$ cat src/rtl/uart_pkg.sv
// rtl/uart_pkg.sv - UART shared state encodings, defaults and parity helper
package uart_pkg;

    typedef enum logic [2:0] {
        IDLE      = 3'd0,
        START     = 3'd1,
        DATA      = 3'd2,
        PARITY    = 3'd3,
        STOP      = 3'd4,
        WAIT_IDLE = 3'd5
    } uart_rx_state_t;

    localparam int DEFAULT_OVERSAMPLE = 16;

    // Parity bit a transmitter would send for the low nb bits of data.
    function automatic logic parity_calc(input logic [8:0] data, input int nb, input logic odd);
        logic p;
        p = odd;
        for (int i = 0; i < 9; i++) begin
            if (i < nb) p = p ^ data[i];
        end
        return p;
    endfunction

endpackage

$ cat src/rtl/uart_rx_cfg_if.sv
// rtl/uart_rx_cfg_if.sv - received-word channel from the UART receiver to the RX FIFO
interface uart_rx_cfg_if #(
    parameter int NB_DATA = 8
);
    logic [NB_DATA-1:0] o_data;
    logic               o_rx_done_tick;
    logic               o_parity_err;
    logic               o_frame_err;
    logic               o_busy;

    modport master (output o_data, o_rx_done_tick, o_parity_err, o_frame_err, o_busy);
    modport slave  (input  o_data, o_rx_done_tick, o_parity_err, o_frame_err, o_busy);
endinterface

$ cat src/rtl/uart_sync2.sv
// rtl/uart_sync2.sv - two-flop synchroniser with configurable reset value
module uart_sync2 #(
    parameter logic RESET_VAL = 1'b1
) (
    input  logic i_clock,
    input  logic i_reset,
    input  logic i_d,
    output logic o_q
);

    logic meta;

    always_ff @(posedge i_clock) begin
        if (i_reset) begin
            meta <= RESET_VAL;
            o_q  <= RESET_VAL;
        end else begin
            meta <= i_d;
            o_q  <= meta;
        end
    end

endmodule

$ cat src/rtl/uart_rx_cfg.sv
// rtl/uart_rx_cfg.sv - oversampled UART receiver with parity, framing and break handling
module uart_rx_cfg
    import uart_pkg::*;
#(
    parameter int NB_DATA    = 8,
    parameter int OVERSAMPLE = DEFAULT_OVERSAMPLE,
    parameter int N_STOP     = 1,
    parameter int PARITY_EN  = 0,
    parameter int PARITY_ODD = 0
) (
    input  logic i_clock,
    input  logic i_reset,
    input  logic i_tick,
    input  logic i_rx,
    uart_rx_cfg_if.master rx_out
);

    localparam int SW = $clog2(OVERSAMPLE);
    localparam int NW = $clog2(NB_DATA);
    localparam logic [SW-1:0] S_MID  = SW'(OVERSAMPLE / 2 - 1);
    localparam logic [SW-1:0] S_END  = SW'(OVERSAMPLE - 1);
    localparam logic [NW-1:0] N_LAST = NW'(NB_DATA - 1);
    localparam logic          STOP_LAST = 1'(N_STOP - 1);

    uart_rx_state_t     state;
    logic [SW-1:0]      s;
    logic [NW-1:0]      n;
    logic               stop_cnt;
    logic [NB_DATA-1:0] sh;
    logic               perr;
    logic               ferr;
    logic               rx_s;

    uart_sync2 #(.RESET_VAL(1'b1)) u_sync (
        .i_clock (i_clock),
        .i_reset (i_reset),
        .i_d     (i_rx),
        .o_q     (rx_s)
    );

    // o_busy is updated on every transition so it always mirrors the state being entered.
    always_ff @(posedge i_clock) begin
        if (i_reset) begin
            state                 <= IDLE;
            s                     <= '0;
            n                     <= '0;
            stop_cnt              <= 1'b0;
            sh                    <= '0;
            perr                  <= 1'b0;
            ferr                  <= 1'b0;
            rx_out.o_data         <= '0;
            rx_out.o_rx_done_tick <= 1'b0;
            rx_out.o_parity_err   <= 1'b0;
            rx_out.o_frame_err    <= 1'b0;
            rx_out.o_busy         <= 1'b0;
        end else begin
            rx_out.o_rx_done_tick <= 1'b0;
            case (state)
                IDLE: begin
                    if (!rx_s) begin
                        state         <= START;
                        s             <= '0;
                        perr          <= 1'b0;
                        ferr          <= 1'b0;
                        rx_out.o_busy <= 1'b1;
                    end
                end
                START: begin
                    if (i_tick) begin
                        if (s == S_MID) begin
                            if (rx_s) begin
                                state         <= IDLE;
                                rx_out.o_busy <= 1'b0;
                            end else begin
                                state <= DATA;
                                s     <= '0;
                                n     <= '0;
                            end
                        end else begin
                            s <= s + 1'b1;
                        end
                    end
                end
                DATA: begin
                    if (i_tick) begin
                        if (s == S_END) begin
                            s  <= '0;
                            sh <= {rx_s, sh[NB_DATA-1:1]};
                            if (n == N_LAST) begin
                                state    <= (PARITY_EN != 0) ? PARITY : STOP;
                                stop_cnt <= 1'b0;
                            end else begin
                                n <= n + 1'b1;
                            end
                        end else begin
                            s <= s + 1'b1;
                        end
                    end
                end
                PARITY: begin
                    if (i_tick) begin
                        if (s == S_END) begin
                            s        <= '0;
                            perr     <= parity_calc(9'(sh), NB_DATA, PARITY_ODD != 0) ^ rx_s;
                            stop_cnt <= 1'b0;
                            state    <= STOP;
                        end else begin
                            s <= s + 1'b1;
                        end
                    end
                end
                STOP: begin
                    if (i_tick) begin
                        if (s == S_END) begin
                            s <= '0;
                            if (!rx_s) ferr <= 1'b1;
                            if (stop_cnt == STOP_LAST) begin
                                rx_out.o_data         <= sh;
                                rx_out.o_parity_err   <= (PARITY_EN != 0) ? perr : 1'b0;
                                rx_out.o_frame_err    <= ferr | ~rx_s;
                                rx_out.o_rx_done_tick <= 1'b1;
                                if (ferr | ~rx_s) begin
                                    state <= WAIT_IDLE;
                                end else begin
                                    state         <= IDLE;
                                    rx_out.o_busy <= 1'b0;
                                end
                            end else begin
                                stop_cnt <= stop_cnt + 1'b1;
                            end
                        end else begin
                            s <= s + 1'b1;
                        end
                    end
                end
                WAIT_IDLE: begin
                    if (rx_s) begin
                        state         <= IDLE;
                        rx_out.o_busy <= 1'b0;
                    end
                end
                default: begin
                    state         <= IDLE;
                    rx_out.o_busy <= 1'b0;
                end
            endcase
        end
    end

endmodule

$ cat src/flat_wrapper.sv
// flat-port wrapper written by rule: the top's interface ports become plain ports
module uart_rx_cfg_flat import uart_pkg::*;
#(
    parameter int NB_DATA    = 8,
    parameter int OVERSAMPLE = DEFAULT_OVERSAMPLE,
    parameter int N_STOP     = 1,
    parameter int PARITY_EN  = 0,
    parameter int PARITY_ODD = 0
)
  (i_clock, i_reset, i_tick, i_rx, rx_out_o_data, rx_out_o_rx_done_tick, rx_out_o_parity_err, rx_out_o_frame_err, rx_out_o_busy);
  uart_rx_cfg_if #(.NB_DATA(NB_DATA)) rx_out_i ();
  input  logic i_clock;
  input  logic i_reset;
  input  logic i_tick;
  input  logic i_rx;
  output wire logic [$bits(rx_out_i.o_data)-1:0] rx_out_o_data;
  output wire logic [$bits(rx_out_i.o_rx_done_tick)-1:0] rx_out_o_rx_done_tick;
  output wire logic [$bits(rx_out_i.o_parity_err)-1:0] rx_out_o_parity_err;
  output wire logic [$bits(rx_out_i.o_frame_err)-1:0] rx_out_o_frame_err;
  output wire logic [$bits(rx_out_i.o_busy)-1:0] rx_out_o_busy;
  assign rx_out_o_data = rx_out_i.o_data;
  assign rx_out_o_rx_done_tick = rx_out_i.o_rx_done_tick;
  assign rx_out_o_parity_err = rx_out_i.o_parity_err;
  assign rx_out_o_frame_err = rx_out_i.o_frame_err;
  assign rx_out_o_busy = rx_out_i.o_busy;
  uart_rx_cfg #(.NB_DATA(NB_DATA), .OVERSAMPLE(OVERSAMPLE), .N_STOP(N_STOP), .PARITY_EN(PARITY_EN), .PARITY_ODD(PARITY_ODD)) u_core (.i_clock(i_clock), .i_reset(i_reset), .i_tick(i_tick), .i_rx(i_rx), .rx_out(rx_out_i));
endmodule
$ cat config.mk
export PLATFORM = sky130hd
export DESIGN_NAME = uart_rx_cfg_flat
export DESIGN_NICKNAME = d
export VERILOG_FILES = /design/src/rtl/uart_pkg.sv /design/src/rtl/uart_rx_cfg_if.sv /design/src/rtl/uart_sync2.sv /design/src/rtl/uart_rx_cfg.sv /design/src/flat_wrapper.sv
export SDC_FILE = /design/constraint.sdc
export NUM_CORES = 1
export LEC_CHECK = 0
export ABC_CLOCK_PERIOD_IN_PS = 3450
export CAP_MARGIN = 0
export CORE_ASPECT_RATIO = 0.5
export CORE_UTILIZATION = 45
export CTS_CLUSTER_SIZE = 30
export DETAILED_ROUTE_END_ITERATION = 16
export PLACE_DENSITY = 0.7
export SYNTH_ARGS = -nofsm -noshare
export SYNTH_HDL_FRONTEND = slang
export SYNTH_SLANG_ARGS = --single-unit
$ cat constraint.sdc
create_clock -name i_clock -period 3.45 [get_ports i_clock]
set_input_delay 0.5175 -clock i_clock [delete_from_list [all_inputs] [get_ports i_clock]]
set_output_delay 0.5175 -clock i_clock [all_outputs]
set_load 0.05 [all_outputs]
==> impl_results.html <==
<table>
<tr><th>Metric</th><th>Value</th></tr>
<tr><th colspan="2">Timing</th></tr>
<tr><td>Period utilization</td><td>between 60% and 70%</td></tr>
<tr><td>RSZ-0062 raised after global routing</td><td>false</td></tr>
<tr><td>Period minus WS final</td><td>2.14 ns</td></tr>
<tr><td>Setup Skew</td><td>roughly 0.0055 ns</td></tr>
<tr><td>Final count of negative-setup-slack endpoints</td><td>0</td></tr>
<tr><td>Post-Route Setup TNS</td><td>0 ns</td></tr>
<tr><td>Number of endpoints with negative hold slack in the final report</td><td>0</td></tr>
<tr><td>Highest achievable clock rate</td><td>around 470 MHz</td></tr>
<tr><td>Actual transition at the worst max-transition pin</td><td>0.714 ns</td></tr>
<tr><td>Max-slew violation count</td><td>0</td></tr>
<tr><td>Slew HR</td><td>between 50 and 60%</td></tr>
<tr><td>Worst setup margin</td><td>1.31 ns</td></tr>
<tr><th colspan="2">Floorplanning</th></tr>
<tr><td>Die Outline Area</td><td>3650 um2</td></tr>
<tr><td>Initial core utilization</td><td>about half</td></tr>
<tr><td># rows</td><td>14</td></tr>
<tr><td>Chip width</td><td>between 80 and 90 um</td></tr>
<tr><td>Number of top-level pins</td><td>16</td></tr>
<tr><td>Core ar.</td><td>3120 um2</td></tr>
<tr><td>Die H</td><td>approximately 43 um</td></tr>
<tr><th colspan="2">Setup path</th></tr>
<tr><td>Worst Reg-to-Reg Cells</td><td>7</td></tr>
<tr><td>Critical path capture point type</td><td>flip-flop</td></tr>
<tr><td>Startpoint Class</td><td>flip-flop</td></tr>
<tr><td>Crit path largest cell delay</td><td>0.40 ns</td></tr>
<tr><td>Peak fanout along the critical path</td><td>9</td></tr>
<tr><td>Crit path arrival time</td><td>~2.4 ns</td></tr>
<tr><td>Crit Reg-Reg Startpoint</td><td>u_core.s[0]$_SDFFE_PP0P_</td></tr>
<tr><td>Slowest cell on the critical path</td><td>sky130_fd_sc_hd__dfxtp_1</td></tr>
<tr><td>Setup Crit Path Kind</td><td>reg -&gt; reg</td></tr>
<tr><td>End of the worst register-to-register path</td><td>u_core.n[0]$_SDFFE_PP0P_</td></tr>
<tr><td>Worst path top cell family by delay</td><td>simple AND/OR/NAND/NOR gates</td></tr>
<tr><td>Sequence of cells on the critical path</td><td>ha_1 -&gt; and3_1 -&gt; nand2_1 -&gt; nor3_1 -&gt; buf_4 -&gt; nor3b_1 -&gt; mux2_2</td></tr>
<tr><td>Worst endpoint required time</td><td>3.67 ns</td></tr>
<tr><td>Register-to-Register Setup Slack</td><td>~1.3 ns</td></tr>
<tr><td>Critical path buffers and inverters</td><td>1</td></tr>
<tr><th colspan="2">Drt</th></tr>
<tr><td>Number of detailed-routing iterations run before antenna repair</td><td>4</td></tr>
<tr><td>Wire length per cell after detailed routing</td><td>13.4 um</td></tr>
<tr><td>Routed Wire Length</td><td>2960 um</td></tr>
<tr><td>Vias per cell</td><td>5.72</td></tr>
<tr><td>Number of remaining DRC errors</td><td>0</td></tr>
<tr><td>Routed vias</td><td>1265</td></tr>
<tr><td>Remaining antenna violation count</td><td>0</td></tr>
<tr><td>Violation count after the first detailed-routing iteration</td><td>133</td></tr>
<tr><th colspan="2">Clocking</th></tr>
<tr><td>CTS Hold Bufs</td><td>0</td></tr>
<tr><td>Post-cts repair resize count</td><td>0</td></tr>
<tr><td>Clock latency of the later-clocked register in the worst-skew pair</td><td>0.28 ns</td></tr>
<tr><td>TritonCTS clock tree</td><td>yes</td></tr>
<tr><td>CTS H-tree depth</td><td>2</td></tr>
<tr><td>Number of clock sinks</td><td>32</td></tr>
<tr><td>Number of buffers inserted by post-CTS setup repair</td><td>0</td></tr>
<tr><td>Register clock-pin slew on the reported worst setup and hold paths</td><td>0.07 ns</td></tr>
<tr><td>Inserted Clock Buffers</td><td>5</td></tr>
<tr><td>Clock tree buffer depth</td><td>2</td></tr>
<tr><td>Clock Tree Root</td><td>sky130_fd_sc_hd__clkbuf_8</td></tr>
<tr><th colspan="2">Cells and area</th></tr>
<tr><td>Number of inserted diodes</td><td>0</td></tr>
<tr><td>Final instance area</td><td>1770 um2</td></tr>
<tr><td>Area added between synthesis and finish</td><td>15.9%</td></tr>
<tr><td>Commonest non-fill, non-tap cell in the layout</td><td>sky130_fd_sc_hd__dfxtp_1</td></tr>
<tr><td>Highest-count cells in the layout ignoring fill and taps</td><td>sky130_fd_sc_hd__dfxtp_1 (32), sky130_fd_sc_hd__nor2_1 (25), sky130_fd_sc_hd__mux2i_1 (17)</td></tr>
<tr><td>Total number of nets in the final design</td><td>~190</td></tr>
<tr><td>Fraction of layout instances using a drive strength above 1</td><td>under 10%</td></tr>
<tr><th colspan="2">Synthesis</th></tr>
<tr><td>Post-synth design cell area</td><td>1530 um2</td></tr>
<tr><td>Register area share after synthesis</td><td>41.9%</td></tr>
<tr><td>Nets in the synthesized netlist</td><td>between 150 and 200</td></tr>
<tr><td>Count of yosys warnings during synthesis</td><td>0</td></tr>
<tr><td>Number of storage elements in the synthesis netlist</td><td>32</td></tr>
<tr><td>Area fraction of the dominant cell type after synthesis</td><td>a little over two fifths</td></tr>
<tr><td>Synth cell types</td><td>between 40 and 50</td></tr>
<tr><td>Area leader, netlist</td><td>sky130_fd_sc_hd__dfxtp_1</td></tr>
<tr><td>Post-synthesis instance total</td><td>about 170</td></tr>
<tr><td>Count of flip-flops with a built-in enable after synthesis</td><td>0</td></tr>
<tr><td>Main synth FF type</td><td>sky130_fd_sc_hd__dfxtp_1</td></tr>
<tr><td>Cell types with the largest area share after synthesis</td><td>sky130_fd_sc_hd__dfxtp_1 (42%), sky130_fd_sc_hd__mux2i_1 (11%), sky130_fd_sc_hd__nor2_1 (6.1%)</td></tr>
<tr><td>Avg Cell Area, Syn</td><td>9.05 um2</td></tr>
<tr><td>Share of async-settable or async-resettable flops after synthesis</td><td>0%</td></tr>
<tr><th colspan="2">Power</th></tr>
<tr><td>VDD IR max</td><td>about 0.27 mV</td></tr>
<tr><td>LEAKAGE</td><td>0.718 nW</td></tr>
<tr><td>Overall power after layout</td><td>between 0.0009 and 0.001 W</td></tr>
<tr><td>Total power density per cell area</td><td>around 550 nW/um2</td></tr>
<tr><th colspan="2">GRT</th></tr>
<tr><td>Global route overflow</td><td>0</td></tr>
<tr><td>Antenna violations before repair</td><td>0</td></tr>
<tr><td>Largest net degree at the start of global routing</td><td>21</td></tr>
<tr><td>Via count of the first global-routing pass</td><td>1147</td></tr>
<tr><td>First-pass GRT wire length</td><td>5150 um</td></tr>
<tr><td>Overall global routing resource usage</td><td>18.7%</td></tr>
<tr><th colspan="2">Status</th></tr>
<tr><td>Run status</td><td>finished clean</td></tr>
<tr><th colspan="2">Placed design</th></tr>
<tr><td>Weighted congestion reported at the end of routability-driven placement</td><td>0.925</td></tr>
<tr><td>Post-place setup slack</td><td>1.07 ns</td></tr>
<tr><td>DP HPWL</td><td>2010 um</td></tr>
<tr><td>Number of port buffers</td><td>14</td></tr>
<tr><td>Post-Place Cell Area</td><td>1670 um2</td></tr>
<tr><th colspan="2">Worst hold path</th></tr>
<tr><td>Type of the most critical hold path</td><td>reg -&gt; reg</td></tr>
<tr><td>Cell count of the worst hold path</td><td>1</td></tr>
<tr><td>Hold endpoint</td><td>u_core.u_sync.o_q$_SDFF_PP1_</td></tr>
<tr><td>Start point of the worst hold path</td><td>u_core.u_sync.meta$_SDFF_PP1_</td></tr>
<tr><th colspan="2">Job</th></tr>
<tr><td>Number of max-cap violations</td><td>0</td></tr>
</table>
==> cells by family (layout without fill, tap and decap cells) <==
kind of cell	after synthesis	after routing	synth area share (%)
buffers and inverters	16	28	5.48
other	1	1	0.245
XOR/XNOR	1	1	0.572
multiplexers	18	18	11.9
AO/OA/AOI/OAI	35	35	16.4
AND/OR/NAND/NOR	62	62	20.4
flip-flops	32	32	41.9
adder cells (fa/ha/maj)	4	4	3.19
==> through the flow <==
step	util [%]	hold slack, ns	cells
floorplan	-	0.389	169
global placement	53.5	0.391	213
detailed placement	53.5	0.403	213
CTS	56.9	0.420	221
global route	56.9	0.433	221
finish	56.9	0.414	221
==> report_power, final <==
part / switching (W) / internal (W) / leakage [nW]
clock network: 0.000131 / 0.000214 / 0.0552
registers: 0.0000335 / 0.000388 / 0.259
logic: 0.000126 / 0.0000911 / 0.404
total: 0.000291 / 0.000693 / 0.718
==> worst max path at each step <==
stage	cells after the start	start	endpoint	slack, ns
floorplan	7	u_core.s[1]$_SDFFE_PP0P_	u_core.n[0]$_SDFFE_PP0P_	1.60
global placement	6	i_tick	u_core.s[0]$_SDFFE_PP0P_	1.11
detailed placement	6	i_tick	u_core.s[0]$_SDFFE_PP0P_	1.07
CTS	7	u_core.s[0]$_SDFFE_PP0P_	u_core.n[0]$_SDFFE_PP0P_	1.31
global route	7	u_core.s[1]$_SDFFE_PP0P_	u_core.n[0]$_SDFFE_PP0P_	1.04
finish	7	u_core.s[0]$_SDFFE_PP0P_	u_core.n[0]$_SDFFE_PP0P_	1.31
==> area by class of cell <==
type | count | area (um2)
inverters | 4 | 15.0
flip-flops and latches | 32 | 641
clock buffers | 6 | 72.6
multi-input cells | 121 | 806
fillers | 289 | 1340
repair buffers | 16 | 155
clock inverters | 2 | 35.0
well taps | 40 | 50.0
==> worst reg2reg max path, cell delays in order, from the launching register on <==
cell	delay [ns]
sky130_fd_sc_hd__dfxtp_1	0.40
sky130_fd_sc_hd__ha_1	0.27
sky130_fd_sc_hd__and3_1	0.28
sky130_fd_sc_hd__nand2_1	0.13
sky130_fd_sc_hd__nor3_1	0.23
sky130_fd_sc_hd__buf_4	0.24
sky130_fd_sc_hd__nor3b_1	0.33
sky130_fd_sc_hd__mux2_2	0.21
==> metal layers <==
metal  GRT usage (%)  vias to the layer above  wire length, um
met5               0                        -                0
met4            8.47                        0               45
met3            6.42                        5              166
met2            30.3                       35             1270
met1            22.9                      593             1480
li1                -                      632                -
==> cells in the mapped netlist (3+ instances only) <==
cell                       number
sky130_fd_sc_hd__nand2_1        6
sky130_fd_sc_hd__nor3_1         9
sky130_fd_sc_hd__a311oi_1       3
sky130_fd_sc_hd__or3_1          3
sky130_fd_sc_hd__nor2_1        25
sky130_fd_sc_hd__buf_2          4
sky130_fd_sc_hd__nand2b_1       4
sky130_fd_sc_hd__a21oi_1        6
sky130_fd_sc_hd__dfxtp_1       32
sky130_fd_sc_hd__mux2i_1       17
sky130_fd_sc_hd__o21ai_0        4
sky130_fd_sc_hd__inv_1          3
sky130_fd_sc_hd__a31oi_1        4
sky130_fd_sc_hd__clkbuf_1       5
sky130_fd_sc_hd__ha_1           3
==> registers in the layout, summed over array words and instances, names as in the netlist, 3 cells and up <==
signal	count
u_core.n	3
u_core.rx_out.o_data	8
u_core.s	4
u_core.sh	8
u_core.state	3
Note: power is estimated with default switching activity, not from simulation.
